### config.mk
export PLATFORM = sky130hd
export DESIGN_NAME = aes_mixcol_seq
export DESIGN_NICKNAME = d
export VERILOG_FILES = /design/src/rtl/aes_mixcol_seq.sv
export SDC_FILE = /design/constraint.sdc
export NUM_CORES = 1
export LEC_CHECK = 0
export ABC_AREA = 0
export BUFFER_PORTS_ARGS = -buffer_cell sky130_fd_sc_hd__buf_2
export CORE_MARGIN = 2
export CORE_UTILIZATION = 45
export CTS_BUF_LIST = sky130_fd_sc_hd__clkbuf_4
export DETAILED_ROUTE_END_ITERATION = 8
export MAX_ROUTING_LAYER = met4
export PLACE_DENSITY = 0.68
export SLEW_MARGIN = 20
export SYNTH_ARGS = -nofsm -noshare
export SYNTH_HDL_FRONTEND = slang
export SYNTH_HIERARCHICAL = 1
export SYNTH_SLANG_ARGS = --single-unit
### constraint.sdc
create_clock -name CLK -period 12.8 [get_ports CLK]
set_clock_uncertainty 0.15 [all_clocks]
set_input_delay 2.56 -clock CLK [delete_from_list [all_inputs] [get_ports CLK]]
set_output_delay 2.56 -clock CLK [all_outputs]
set_load 0.05 [all_outputs]
### src/rtl/aes_mixcol_seq.sv
// AES MixColumns sequencer.
// One 32-bit MixColumns column unit is shared over the four columns of a
// 128-bit AES state, one column per clock. A bypass path serves the final
// round, where MixColumns is skipped. Valid/ready handshakes on both sides.

// Combinational MixColumns for a single column.
// Byte 0 (S0) is the MSB byte of the column.
module AesMixColumns (
  input  logic [31:0] col_in,
  output logic [31:0] col_out
);

  // Multiply by 2 in GF(2^8), reduction polynomial 0x11B.
  function automatic logic [7:0] xtime(input logic [7:0] b);
    xtime = {b[6:0], 1'b0} ^ (b[7] ? 8'h1b : 8'h00);
  endfunction

  logic [7:0] a0, a1, a2, a3;

  assign a0 = col_in[31:24];
  assign a1 = col_in[23:16];
  assign a2 = col_in[15:8];
  assign a3 = col_in[7:0];

  // Matrix rows [2 3 1 1], [1 2 3 1], [1 1 2 3], [3 1 1 2]; 3*x = 2*x ^ x.
  always_comb begin
    col_out[31:24] = xtime(a0) ^ xtime(a1) ^ a1 ^ a2 ^ a3;
    col_out[23:16] = a0 ^ xtime(a1) ^ xtime(a2) ^ a2 ^ a3;
    col_out[15:8]  = a0 ^ a1 ^ xtime(a2) ^ xtime(a3) ^ a3;
    col_out[7:0]   = xtime(a0) ^ a0 ^ a1 ^ a2 ^ xtime(a3);
  end

endmodule

module aes_mixcol_seq #(
  parameter int CNT_W = 16
) (
  input  logic             CLK,
  input  logic             RESET,
  input  logic             flush,
  input  logic             in_valid,
  output logic             in_ready,
  input  logic [127:0]     in_state,
  input  logic             in_bypass,
  output logic             out_valid,
  input  logic             out_ready,
  output logic [127:0]     out_state,
  output logic             busy,
  output logic [CNT_W-1:0] blk_cnt
);

  typedef enum logic [1:0] {
    IDLE = 2'd0,
    BUSY = 2'd1,
    DONE = 2'd2
  } state_t;

  state_t       state;
  state_t       state_next;
  logic [127:0] work;
  logic [1:0]   col_cnt;
  logic [31:0]  mix_in;
  logic [31:0]  mix_out;
  logic         accept;

  // Handshake and status flags all come straight from the FSM state.
  // in_ready is held low while RESET is asserted.
  assign in_ready  = (state == IDLE) && !RESET;
  assign out_valid = (state == DONE);
  assign busy      = (state != IDLE);
  assign accept    = in_valid && in_ready && !flush;

  // The single shared column unit.
  AesMixColumns u_mix (
    .col_in  (mix_in),
    .col_out (mix_out)
  );

  // Route column col_cnt of the work register into the column unit.
  always_comb begin
    mix_in = work[127:96];
    case (col_cnt)
      2'd0:    mix_in = work[127:96];
      2'd1:    mix_in = work[95:64];
      2'd2:    mix_in = work[63:32];
      default: mix_in = work[31:0];
    endcase
  end

  // FSM state register.
  always_ff @(posedge CLK or posedge RESET) begin
    if (RESET) begin
      state <= IDLE;
    end else begin
      state <= state_next;
    end
  end

  // Next-state logic; flush overrides everything and returns to IDLE.
  always_comb begin
    state_next = state;
    if (flush) begin
      state_next = IDLE;
    end else begin
      case (state)
        IDLE: begin
          if (accept) begin
            state_next = in_bypass ? DONE : BUSY;
          end
        end
        BUSY: begin
          if (col_cnt == 2'd3) begin
            state_next = DONE;
          end
        end
        DONE: begin
          if (out_ready) begin
            state_next = IDLE;
          end
        end
        default: state_next = IDLE;
      endcase
    end
  end

  // Datapath: capture the input, write one result column per BUSY cycle,
  // and count completed output handshakes. Flush leaves out_state stale.
  always_ff @(posedge CLK or posedge RESET) begin
    if (RESET) begin
      work      <= '0;
      col_cnt   <= 2'd0;
      out_state <= '0;
      blk_cnt   <= '0;
    end else if (flush) begin
      col_cnt <= 2'd0;
    end else begin
      case (state)
        IDLE: begin
          if (accept) begin
            work    <= in_state;
            col_cnt <= 2'd0;
            if (in_bypass) begin
              out_state <= in_state;
            end
          end
        end
        BUSY: begin
          case (col_cnt)
            2'd0:    out_state[127:96] <= mix_out;
            2'd1:    out_state[95:64]  <= mix_out;
            2'd2:    out_state[63:32]  <= mix_out;
            default: out_state[31:0]   <= mix_out;
          endcase
          col_cnt <= (col_cnt == 2'd3) ? 2'd0 : col_cnt + 2'd1;
        end
        DONE: begin
          if (out_ready) begin
            blk_cnt <= blk_cnt + {{(CNT_W-1){1'b0}}, 1'b1};
          end
        end
        default: col_cnt <= 2'd0;
      endcase
    end
  end

endmodule
-- After elaboration in Yosys (flattened, before gate mapping)
Index checks and enable logic that the tools add are counted.
- flip-flop bits (word level): 276
- bits in latches: 0
- bits in writable memories: 0
- ROM bits: 0
- output and inout port bits: 147
- memories: 0
- add/subtract/negate cells: 2
- $mul: 0
- divide/modulo/power cells: 0
- magnitude comparators: 0
- equal/unequal tests: 15
- shift operators: 0
- muxes and demuxes: 22
- bitwise logic cells: 21
- reduce and logical (&&, ||, !) cells: 18
- operators by type and width (cell ; count):
    128-bit 2-to-1 mux ; 2
    128-bit case mux with 2 select lines ; 1
    8-bit bitwise XOR ; 19
    32-bit 2-to-1 mux ; 4
    32-bit case mux with 3 select lines ; 1
    5-bit 2-to-1 mux ; 4
    5-bit AND reduction ; 4
    16-bit by 1-bit adder with 16-bit output, second input constant ; 1
    2-bit 2-to-1 mux ; 8
    2-bit case mux with 3 select lines ; 2
    3-bit AND reduction ; 3
    2-bit inequality test, second input constant ; 4
    8-bit by 5-bit bitwise XOR with 8-bit output ; 1
    2-bit == test, second input constant ; 3
    2-bit by 1-bit inequality test with 1-bit output, second input constant ; 3
    3-bit inequality test, second input constant ; 2
    2-bit by 1-bit == test with 1-bit output, second input constant ; 2
    2-bit zero test ; 2
    2-bit nonzero test ; 2
    1-bit logical AND ; 3
    3-bit by 2-bit inequality test with 1-bit output, second input constant ; 1
    3-bit OR reduction ; 1
    2-bit by 1-bit adder with 2-bit output, second input constant ; 1
    1-bit zero test ; 2
    other kinds (2) ; 2

-- Logic depth before layout (Yosys ltp)
- depth in word-level cells: 10
- gate-level depth with buffers: 12
- mapped depth without buffers: 9

-- By module
Netlist, hierarchy kept.
- modules (own cells, without submodules) (module ; instances ; cells an instance ; area an instance (µm²) ; seq. area each (µm²)):
    aes_mixcol_seq ; 1 ; 997 ; 12254.3 ; 6906.6
    AesMixColumns ; 1 ; 82 ; 1412.6 ; 0.0

-- Worst setup path before layout
OpenSTA, ideal clock, no wires.
- path type: input-to-output
- start point: in RESET
- end point: out in_ready
- data arrival time: 3214 ps
- path slack: 6876 ps
- stages: 1
- path buffers: 0
- cells stage by stage: nor2_1
- cells in the longest elaborated chain, start to end: 2
- RTL lines (what ; RTL line ; source):
    from (decl) ; 39 ; input logic RESET,
    1-bit zero test (no source line) ; - ;
    1-bit logical AND ; 68 ; assign in_ready = (state == IDLE) && !RESET;
    to (decl) ; 42 ; output logic in_ready,
Every way passes these cells.

-- Final worst setup path
Same ends and word-level chain as after synthesis.

==> metrics.md <==
| Metric | Value |
|---|---|
| Number of global-route vias before repair | `10.58k` |
| Routing usage on met2 | `0.4117` |
| Stages on the worst setup path | `3` |
| Max incr delay on CP | `0.27 ns` |
| Cells on Worst Hold Path | `1` |
| Core area | `0.02980 mm2` |
| Max Fclk | `172.6 MHz` |
| Vias | `10.54k` |
| Met3 usage | `0.05691` |
| Minimum clock period | `5.793 ns` |
| Largest net degree at the start of global routing | `132` |
| Mux contribution to synthesized area | `0.1025` |
| Post-Synth Adder-Cell Area | `0.004577` |
| Congestion Overflow GR | `0` |
| CTS Sinks | `276` |
| Yosys top cell area share | `0.5054` |
| Rel. slew slack | `0.2652` |
| Max-Cap Viols | `0` |
| Grt met1 use | `0.3804` |
| Peak VDD IR | `0.1048 mV` |
| GR peak layer | `met2` |
| Area Growth Syn to Fin | `19.09%` |
| First-pass GRT wire length | `63.57 mm` |
| Max Fanout on Critical Path | `4` |
| Largest area contributor in the netlist | `dfrtp_1` |
| Layout cells sized above 1 | `0.3542` |
| CTS Hold Bufs | `0` |
| Most instantiated cells after synthesis | `276 x dfrtp_1, 98 x a22oi_1, 96 x o2bb2ai_1` |
| Rows | `63` |
| GRT Util Overall | `0.2751` |
| Worst Hold Class | `reg -> reg` |
| DRT Wirelength | `42.32 mm` |
| CTS Root Cell | `clkbuf_4` |
| Final-stage net count | `1494` |
| Initial antenna violation count | `5` |
| Worst Hold Slack | `0.3239 ns` |
| Data required time of the worst path | `10.09 ns` |
| Clock transition at the registers of the reported paths | `0.06 ns` |
| Post-Synthesis Cells | `1079` |
| Final setup violation count | `0` |
| Skew-Pair Late Insertion Delay | `0.69 ns` |
| Yosys cell types | `45` |
| Cell depth of the worst flop-to-flop path | `10` |
| RD Place Congestion | `0.8648` |
| Post-CTS setup buffers | `0` |
| CP cell instances | `buf_2 -> nor2_1 -> buf_2` |
| CTS tree | `built` |
| Starting Density | `0.4587` |
| Hold Fails Final Rpt | `0` |
| Fill count | `2650` |
| DP HPWL | `27.48 mm` |
| Die Wd | `178.3 um` |
| Largest family of logic cells by synthesized area | `compound AO/OA/AOI/OAI gates` |
| Ys Warns | `6` |
| Crit-path most repeated cell | `buf_2` |
| Drt wl/cell | `23.52 um` |
| CTS HTree Levels | `3` |
| Post-Synth XOR/XNOR Area | `0.1095` |
| Drt via density | `5.859` |
| Top-count cell post-synth | `dfrtp_1` |
| Final worst-path cycle share | `0.4526` |
| Antenna-violating nets left | `0` |
| Post-Synthesis Net Count | `1218` |
| Dominant synthesized flop cell | `dfrtp_1` |
| # port buffers | `280` |
| Largest cells by area after synthesis | `dfrtp_1 51%, o2bb2ai_1 6.2%, xnor3_1 5.8%` |
| Top-Level Pins | `281` |
| Multi-input logic area | `0.006255 mm2` |
| Post-synthesis compound-gate area fraction | `0.1898` |
| Max clock buf depth | `3` |
| Post-synth ARST share | `1.000` |
| Status | `completed` |
| DRT Pass-1 Iters | `6` |
| Post-synthesis sequential area ratio | `0.5054` |
| P per Cell Area | `217.1 mW/mm2` |
| Setup TNS | `0 ns` |
| Initial drt markers | `1067` |
| Num CTS Buffers | `74` |
| Largest delay share family, worst path | `buffers and inverters` |
| RSZ-0062 raised after global routing | `no` |
| WP buf/inv | `2` |
| Crit path kind | `in -> out` |
| DRC violations left | `0` |
| Max-slew violation count | `0` |
| Critical path launch point type | `input pin` |
| CP max stage cell | `buf_2` |
| Simple-gate share of the synthesized area | `0.04449` |
| Die Ht | `178.3 um` |
| Register area | `0.006907 mm2` |
| Number of synthesized register bits | `276` |
| Avg Cell Area, Syn | `12.67 um2` |
| Post-CTS sizing | `0` |
| Post-synth EDFFs | `0` |
| Mapped Area | `0.01367 mm2` |
| Nature of the critical path endpoint | `output port` |
| Crit path DAT | `3.08 ns` |
| Die ar. | `0.03178 mm2` |
| Pleak | `7.620 nW` |
| Slew @ Worst Pin | `1.100 ns` |
[layout make-up]
class / instances / share of cell area
diodes: 6 / 0.0009225
clock buffers: 106 / 0.04889
clock inverters: 18 / 0.007688
inverters: 37 / 0.008994
multi-input cells: 667 / 0.3843
flip-flops and latches: 276 / 0.4244
well taps: 390 / 0.02998
repair buffers: 299 / 0.09486
[worst register-to-register path, delay by kind of cell (launching register included)]
family                     cells  cell delay [ns]
AOI/OAI and AO/OA              3             0.49
buffers and inverters          2             0.72
adders and majority gates      1             0.75
muxes                          1             0.79
DFF                            1             0.43
and+or+nand+nor                1             0.23
xor gates and xnor gates       2             0.83
[final timing paths]
kind                        startpoint             to  slack, ns
min reg2reg                blk_cnt[15]    blk_cnt[15]       0.32
max in group asynchronous        RESET  out_state[88]       8.09
min                        blk_cnt[15]    blk_cnt[15]       0.32
min in group asynchronous        RESET     blk_cnt[3]       1.91
max reg2reg                 col_cnt[1]  out_state[76]       8.30
max                              RESET       in_ready       7.01
[routing by layer]
metal	vias up	wire length [um]
li1	4676	-
met1	5349	18840
met2	450	19700
met3	65	2968
met4	0	807
met5	-	0
[sequential cells by signal, indices dropped and copies added, names as in the netlist]
| register | cells |
|---|---|
| out_state | 128 |
| col_cnt | 2 |
| work | 128 |
| blk_cnt | 16 |
| state | 2 |
[per-stage QoR]
step | instances | power, mW | area [um2] | utilization | setup WS [ns]
finish | 1799 | 3.533 | 16280 | 0.5462 | 7.007
detailed placement | 1669 | 2.755 | 15340 | 0.5148 | 7.002
CTS | 1793 | 3.557 | 16260 | 0.5457 | 6.999
global placement | 1669 | 2.742 | 15340 | 0.5147 | 7.015
floorplan | 1079 | 2.334 | 13670 | - | 2.481
global route | 1798 | 3.704 | 16270 | 0.5461 | 6.950
[power by group]
| group | total (mW) | internal (mW) | leakage (nW) | switching (mW) |
|---|---|---|---|---|
| clock | 0.786 | 0.419 | 0.545 | 0.368 |
| combinational | 1.55 | 0.593 | 3.73 | 0.954 |
| sequential | 1.20 | 1.08 | 3.35 | 0.119 |
| total | 3.53 | 2.09 | 7.62 | 1.44 |
[cells by family (layout without fill, tap and decap cells)]
family                     count (synthesis)  count (layout)
AOI/OAI and AO/OA                        331             331
xor gates and xnor gates                  91              91
adders and majority gates                  5               5
buffers and inverters                    136             460
DFF                                      276             276
muxes                                    128             128
other                                      0               6
and+or+nand+nor                          112             112
[placed cells by master (no fill, tap or decap), drive strengths merged, types with 3 or more instances in the layout]
cell type	n
nor2	10
nand2b	4
nand4	4
a222oi	32
diode	6
xnor3	35
a2bb2oi	32
dfrtp	276
clkbuf	106
xor2	20
buf	299
xor3	9
nor3	7
o22ai	32
nand3	3
a22oi	98
inv	38
and2	32
ha	5
mux2i	32
nand2	42
xnor2	27
mux2	96
o2bb2ai	96
clkinv	14
o21ai	36
No activity file was read; power rests on OpenSTA's default activity.
